### config.mk
export PLATFORM = sky130hd
export DESIGN_NAME = divider_restoring_radix
export DESIGN_NICKNAME = d
export VERILOG_FILES = /design/src/rtl/divider_restoring_radix.sv
export SDC_FILE = /design/constraint.sdc
export NUM_CORES = 1
export LEC_CHECK = 0
export ABC_CLOCK_PERIOD_IN_PS = 3200
export CAP_MARGIN = 20
export CELL_PAD_IN_SITES_DETAIL_PLACEMENT = 1
export CELL_PAD_IN_SITES_GLOBAL_PLACEMENT = 1
export CORE_MARGIN = 1.5
export CORE_UTILIZATION = 42
export DETAILED_ROUTE_END_ITERATION = 12
export GPL_TIMING_DRIVEN = 0
export PLACE_DENSITY = 0.82
export SLEW_MARGIN = 20
export SYNTH_ARGS = -nofsm -noshare
export SYNTH_HDL_FRONTEND = slang
export SYNTH_SLANG_ARGS = --single-unit
export TNS_END_PERCENT = 30
### constraint.sdc
create_clock -name CLK -period 3.2 [get_ports CLK]
set_input_delay 0.32 -clock CLK [delete_from_list [all_inputs] [get_ports CLK]]
set_output_delay 0.32 -clock CLK [all_outputs]
set_load 0.005 [all_outputs]
### src/rtl/divider_restoring_radix.sv
// Multi-cycle restoring divider with signed/unsigned operation, BITS_PER_CYCLE quotient bits per iteration,
// divide-by-zero and signed-overflow flags. Handshake: start accepted when idle; done held until next accept.
module divider_restoring_radix #(
  parameter int DIV_NUM_BITS   = 8,
  parameter int DIV_DEN_BITS   = 8,
  parameter int BITS_PER_CYCLE = 1
) (
  input  logic                    CLK,
  input  logic                    SRST,
  input  logic                    CE,
  input  logic [DIV_NUM_BITS-1:0] NUMERATOR_IN,
  input  logic [DIV_DEN_BITS-1:0] DENOMINATOR_IN,
  input  logic                    signed_mode,
  input  logic                    start,
  output logic [DIV_NUM_BITS-1:0] QUOTENT_OUT,
  output logic [DIV_DEN_BITS-1:0] REMAINDER_OUT,
  output logic                    busy,
  output logic                    done,
  output logic                    error,
  output logic                    ovf
);

  localparam int NB    = DIV_NUM_BITS;
  localparam int DB    = DIV_DEN_BITS;
  localparam int RW    = DB + 1;
  localparam int K     = NB / BITS_PER_CYCLE;
  localparam int CNT_W = (K > 1) ? $clog2(K) : 1;
  localparam logic [NB-1:0] NUM_MIN = {1'b1, {(NB-1){1'b0}}};

  if (!(BITS_PER_CYCLE == 1 || BITS_PER_CYCLE == 2 || BITS_PER_CYCLE == 4) ||
      (NB % BITS_PER_CYCLE) != 0 || NB < 2 || DB < 2 || DB > NB) begin : g_cfg_err
    $error("divider_restoring_radix: illegal parameter combination");
  end

  typedef enum logic [1:0] {S_IDLE, S_PREP, S_ITER, S_FIX} state_t;

  state_t            state_q, state_d;
  logic [NB-1:0]     dvd_q, dvd_d;     // raw numerator, then magnitude, then quotient as bits shift in
  logic [DB-1:0]     den_q, den_d;     // raw denominator, then magnitude
  logic [RW-1:0]     rem_q, rem_d;
  logic [CNT_W-1:0]  cnt_q, cnt_d;
  logic              smode_q, smode_d;
  logic              qneg_q, qneg_d;
  logic              rneg_q, rneg_d;
  logic              ovfp_q, ovfp_d;
  logic [NB-1:0]     quot_q, quot_d;
  logic [DB-1:0]     remo_q, remo_d;
  logic              busy_q, busy_d;
  logic              done_q, done_d;
  logic              error_q, error_d;
  logic              ovf_q, ovf_d;

  logic              num_neg_s, den_neg_s, ovf_det_s;
  logic [NB-1:0]     num_mag_s;
  logic [DB-1:0]     den_mag_s;
  logic [RW-1:0]     it_rem_s;
  logic [NB-1:0]     it_dvd_s;
  logic [RW:0]       it_shift_s;

  assign num_neg_s = smode_q & dvd_q[NB-1];
  assign den_neg_s = smode_q & den_q[DB-1];
  assign num_mag_s = num_neg_s ? -dvd_q : dvd_q;
  assign den_mag_s = den_neg_s ? -den_q : den_q;
  assign ovf_det_s = smode_q && (dvd_q == NUM_MIN) && (den_q == {DB{1'b1}});

  // Chained restoring steps resolved in one iteration cycle
  always_comb begin
    it_rem_s   = rem_q;
    it_dvd_s   = dvd_q;
    it_shift_s = '0;
    for (int i = 0; i < BITS_PER_CYCLE; i++) begin
      it_shift_s = {it_rem_s, it_dvd_s[NB-1]};
      if (it_shift_s >= {2'b00, den_q}) begin
        it_rem_s = RW'(it_shift_s - {2'b00, den_q});
        it_dvd_s = {it_dvd_s[NB-2:0], 1'b1};
      end else begin
        it_rem_s = it_shift_s[RW-1:0];
        it_dvd_s = {it_dvd_s[NB-2:0], 1'b0};
      end
    end
  end

  // Next-state and output-register logic
  always_comb begin
    state_d = state_q;
    dvd_d   = dvd_q;
    den_d   = den_q;
    rem_d   = rem_q;
    cnt_d   = cnt_q;
    smode_d = smode_q;
    qneg_d  = qneg_q;
    rneg_d  = rneg_q;
    ovfp_d  = ovfp_q;
    quot_d  = quot_q;
    remo_d  = remo_q;
    busy_d  = busy_q;
    done_d  = done_q;
    error_d = error_q;
    ovf_d   = ovf_q;
    case (state_q)
      S_IDLE: begin
        if (start) begin
          dvd_d   = NUMERATOR_IN;
          den_d   = DENOMINATOR_IN;
          smode_d = signed_mode;
          busy_d  = 1'b1;
          done_d  = 1'b0;
          error_d = 1'b0;
          ovf_d   = 1'b0;
          state_d = S_PREP;
        end else begin
          state_d = S_IDLE;
        end
      end
      S_PREP: begin
        if (den_q == '0) begin
          quot_d  = '1;
          remo_d  = dvd_q[DB-1:0];
          done_d  = 1'b1;
          error_d = 1'b1;
          busy_d  = 1'b0;
          state_d = S_IDLE;
        end else begin
          dvd_d   = num_mag_s;
          den_d   = den_mag_s;
          qneg_d  = num_neg_s ^ den_neg_s;
          rneg_d  = num_neg_s;
          ovfp_d  = ovf_det_s;
          rem_d   = '0;
          cnt_d   = '0;
          state_d = S_ITER;
        end
      end
      S_ITER: begin
        dvd_d = it_dvd_s;
        rem_d = it_rem_s;
        cnt_d = cnt_q + CNT_W'(1);
        if (cnt_q == CNT_W'(K - 1)) begin
          state_d = S_FIX;
        end else begin
          state_d = S_ITER;
        end
      end
      S_FIX: begin
        // Truncation toward zero: remainder follows the numerator's sign
        quot_d  = qneg_q ? -dvd_q : dvd_q;
        remo_d  = rneg_q ? -rem_q[DB-1:0] : rem_q[DB-1:0];
        ovf_d   = ovfp_q;
        done_d  = 1'b1;
        busy_d  = 1'b0;
        state_d = S_IDLE;
      end
      default: begin
        busy_d  = 1'b0;
        state_d = S_IDLE;
      end
    endcase
  end

  // State and output registers; reset wins over clock enable
  always_ff @(posedge CLK) begin
    if (SRST) begin
      state_q <= S_IDLE;
      dvd_q   <= '0;
      den_q   <= '0;
      rem_q   <= '0;
      cnt_q   <= '0;
      smode_q <= 1'b0;
      qneg_q  <= 1'b0;
      rneg_q  <= 1'b0;
      ovfp_q  <= 1'b0;
      quot_q  <= '0;
      remo_q  <= '0;
      busy_q  <= 1'b0;
      done_q  <= 1'b0;
      error_q <= 1'b0;
      ovf_q   <= 1'b0;
    end else if (CE) begin
      state_q <= state_d;
      dvd_q   <= dvd_d;
      den_q   <= den_d;
      rem_q   <= rem_d;
      cnt_q   <= cnt_d;
      smode_q <= smode_d;
      qneg_q  <= qneg_d;
      rneg_q  <= rneg_d;
      ovfp_q  <= ovfp_d;
      quot_q  <= quot_d;
      remo_q  <= remo_d;
      busy_q  <= busy_d;
      done_q  <= done_d;
      error_q <= error_d;
      ovf_q   <= ovf_d;
    end
  end

  assign QUOTENT_OUT   = quot_q;
  assign REMAINDER_OUT = remo_q;
  assign busy          = busy_q;
  assign done          = done_q;
  assign error         = error_q;
  assign ovf           = ovf_q;

endmodule
# == Word level (Yosys, flattened, before mapping) ==
# Cells that the tools add are included.
# classes
n_addsub,5
bitwise,4
muxes,32
n_reduce_logical,19
magnitude_cmp,1
n_eq_ne,11
# ops
operator,count
$mux 8,10
$pmux 8 s2,3
$neg 8->8,3
$pmux 8 s3,1
$mux 9,2
$pmux 9 s2,1
$eq 8x8->1 const B,2
$reduce_and 3->1,5
$ge 10x8->1,1
$ne 2x2->1 const B,5
$reduce_and 5->1,2
$sub 9x8->9,1
$logic_not 8->1,1
$pmux 2 s4,1
$reduce_and 4->1,2
$reduce_bool 2->1,4
$mux 1,7
$pmux 1 s3,2
$pmux 3 s2,1
$reduce_bool 3->1,2
$eq 2x2->1 const B,2
$pmux 1 s2,2
$add 3x1->3 const B,1
$eq 3x3->1 const B,1
8 further kinds,10
# word_totals
elab_cells,87
regBits,54

# == Logic depth before layout (Yosys ltp) ==
# logic_depth
ltp_word,4
mapped_depth,11
depth_no_buf,9

# == Least setup slack after synthesis ==
# No wires, ideal clock.
# synth_timing
path_type,register to register
startpoint,reg dvd_q[7]
endpoint,reg dvd_q[0]
period_less_slack_ns,2.565
arrival_time_ns,2.469
path_stages_with_launch,12
t_required_ns,3.105
setup_slack_ns,0.635
setup_time_ns,0.095
cell_sequence,dfxtp_1 > clkbuf_1 > inv_1 > ha_1 > inv_1 > fa_1 > nand3_1 > a2111oi_0 > nor4b_1 > clkbuf_1 > nand3b_1 > a221oi_1
# synth_via
elab_chain_len,3
elab_cells_between_ends,6
# synth_lines
element,line_no,source
"start, declared",38,"logic [NB-1:0] dvd_q, dvd_d;"
"start signal, assigned",180,dvd_q <= dvd_d;
$ge 10x8->1 or $and 1x1->1 (tied branches),"73, 60",
$mux 1 or $ne 2x2->1 (tied branches),n/a,
$pmux 8 s3 or $reduce_and 5->1 (tied branches),n/a,
# Parallel ways exist; a longest one is shown, timed or not.
# A chain may end at the register's enable or synchronous reset.

# == Worst setup path after layout ==
# layout_timing
startpoint,reg den_q[5]
endpoint,reg rem_q[4]
# layout_via
elab_chain_len,3
elab_cells_between_ends,6
# layout_lines
element,line_no,source
"start, declared",39,"logic [DB-1:0] den_q, den_d;"
"start signal, assigned",181,den_q <= den_d;
$ge 10x8->1 or $logic_not 8->1 (tied branches),"73, 116",
$mux 9 or $ne 2x2->1 (tied branches),n/a,
$pmux 9 s2 or $reduce_and 3->1 (tied branches),n/a,
"end signal, assigned",182,rem_q <= rem_d;
"end, declared",40,"logic [RW-1:0] rem_q, rem_d;"
# Parallel ways exist; a longest one is shown, timed or not.

==> impl_metrics.ini <==
[critical_path]
path_max_fanout = 10
path_class = reg2reg
critPathLaunchType = register
cp.required_ps = 3390
critPathCaptureType = register
crit_arrival_ps = 3070

[synthesis]
synth_commonest_cells = 54 x dfxtp_1, 42 x nand2_1, 37 x nor2_1, 31 x a21oi_1
yosysSeqAreaShare_pct = 31.19
yosys.cell_types.count = 61
async_flop_share_pct = 0
synth_top_cell_area_share_pct = 31.19
synth_seq_cells = 54
yosysMostFrequentCell = dfxtp_1
netlist_instances = 438
synth_nets = 478
ys_top_cells_by_area = dfxtp_1 31%, ha_1 6.5%, nand2_1 4.5%
syn_area_um2 = 3466
yosys_warnings = 0
synth_flop_cell = dfxtp_1
synth_edf_count = 0
synth_top_cell_by_area = dfxtp_1
syn_area_per_cell_um2 = 7.913

[timing]
relSlewSlack_pct = 47.36
worst_slack_ps = 319.7
finalCriticalPeriod_ps = 2880
timing.hold.ws_ps = 465.8
max_slew.worst_pin.slew_ps = 777.3
max_freq_mhz = 347.2
fin_crit_sh_pct = 90.01
finalHoldViolations = 0
rsz0062_at_grt = false
setup_viol = 0
tns_ps = 0
clock_skew_ps = 7.051
maxSlewViolCount = 0

[global_routing]
grt_pass1_wl_mm = 17.00
grt_overflow_total = 0
grt_max_degree = 17
grt_antenna_before_repair = 0
grt_pass1_vias = 3388
track_usage_pct = 24.65

[floorplan]
ios = 41
die_x_um = 93.84
row_count = 32
core-area_um2 = 7848
floorplan.initialDensity_pct = 44.16
die_h_um = 93.84
dieArea_um2 = 8806

[layout]
final_area_um2 = 4090
utilization_pct = 52.12
drive_above_1_share_pct = 4.959
multi_input_area_um2 = 2170
area_delta_synth_final_pct = 18.01
regArea_um2 = 1081
num_antenna_cells = 0
fin_cells = 586
fillers = 1010
layout.nets = 523

[placement]
placedCellCount = 579
io_buffers = 39
place_area_um2 = 3984
dpl_worst_slack_ps = 114.9
hpwl_mm = 7.833
gp_congestion = 0.8426

[cts]
cts_tree = built
hold_buffers = 0
cts_resized = 0
htree_levels = 2
cts_sinks = 54
cts_buffers = 5
post_cts_buffers = 0
cts_root_buf = clkbuf_8
path_clk_slew_ps = 100
cts_buffer_depth = 2
clkLatencyLatePin_ps = 310

[power]
finalPower_mw = 1.677
vdd_ir_drop_max_mv = 0.1677
p_leak_nw = 1.449
power_density_nw_per_um2 = 409.9

[outcome]
status = finished clean

[route]
drt_iter0_markers = 100
ant_nets = 0
drc = 0
vias = 3344
wl_per_cell_um = 17.78
firstDrtPassIters = 4
vias_per_cell = 5.706
drt_wl_total_mm = 10.42

[flow_run]
max-cap-violations = 0

[min_path]
hold_path.class = reg2reg
cell usage in the layout, fill, tap and decap left out, drive strengths merged, types with 3 or more instances in the layout:
| cell type | count |
|---|---|
| o21ai | 25 |
| nand2 | 42 |
| dfxtp | 54 |
| nor3 | 13 |
| inv | 24 |
| xor2 | 5 |
| nor2b | 6 |
| nand3 | 14 |
| mux2i | 9 |
| or3 | 6 |
| nand4 | 6 |
| and2 | 3 |
| xnor2 | 16 |
| clkdlybuf4s50 | 39 |
| a21oi | 31 |
| a211oi | 5 |
| nor2 | 37 |
| o22ai | 8 |
| clkbuf | 29 |
| nor3b | 3 |
| nor4b | 3 |
| nor4 | 5 |
| o41ai | 3 |
| o211ai | 7 |
| a221oi | 5 |
| o31ai | 6 |
| buf | 5 |
| or2 | 4 |
| a22oi | 6 |
| a211o | 5 |
| a21boi | 3 |
| nand2b | 6 |
| ha | 18 |
| and3 | 3 |
worst paths after layout:
kind                         start               end  slack (ps)  cells after the start
setup / recovery          den_q[5]          rem_q[4]         320                      8
hold / removal    REMAINDER_OUT[4]  REMAINDER_OUT[4]         470                      2
setup reg to reg          den_q[5]          rem_q[4]         320                      8
hold reg to reg   REMAINDER_OUT[4]  REMAINDER_OUT[4]         470                      2
registers in the layout, indices dropped and copies added, names as in the netlist, named ones only:
name,count
qneg_q,1
error,1
busy,1
cnt_q,3
rneg_q,1
state_q,1
smode_q,1
den_q,8
dvd_q,8
rem_q,9
QUOTENT_OUT,8
ovf,1
REMAINDER_OUT,8
ovfp_q,1
done,1
critical path: stages (launching register included):
cell      delay [ps]
dfxtp_1          450
inv_1            130
ha_1             410
a21oi_1          320
o21ai_0          170
nor4b_1          360
clkbuf_1         560
mux2i_1          250
o21ai_0          110
area by class of cell:
type                    count  share of cell area (%)
clock inverters             3                  0.9789
clock buffers               5                   1.682
plain buffers              29                   2.998
inverters                  24                   2.203
well taps                 102                   3.120
flip-flops and latches     54                   26.43
repair buffers             39                   9.544
multi-input cells         330                   53.04
layer usage:
metal	vias up	track usage, %	share of wire (%)
met4	0	8.209	2.4
met2	72	43.24	48
met1	1586	31.12	46
li1	1664	-	-
met5	-	0	0
met3	22	2.994	3.5
cell families after synthesis:
logic type,synth area share [%]
DFF,31.19
and+or+nand+nor,22.74
xor gates and xnor gates,5.307
muxes,2.924
AOI/OAI and AO/OA,24.51
adders and majority gates,7.076
buffers and inverters,6.246
power breakdown:
| part | total, mW | switching [mW] | internal, mW |
|---|---|---|---|
| combinational | 0.475 | 0.267 | 0.208 |
| clock | 0.469 | 0.238 | 0.231 |
| sequential | 0.732 | 0.0318 | 0.700 |
Power figures use the tool's default switching activity.
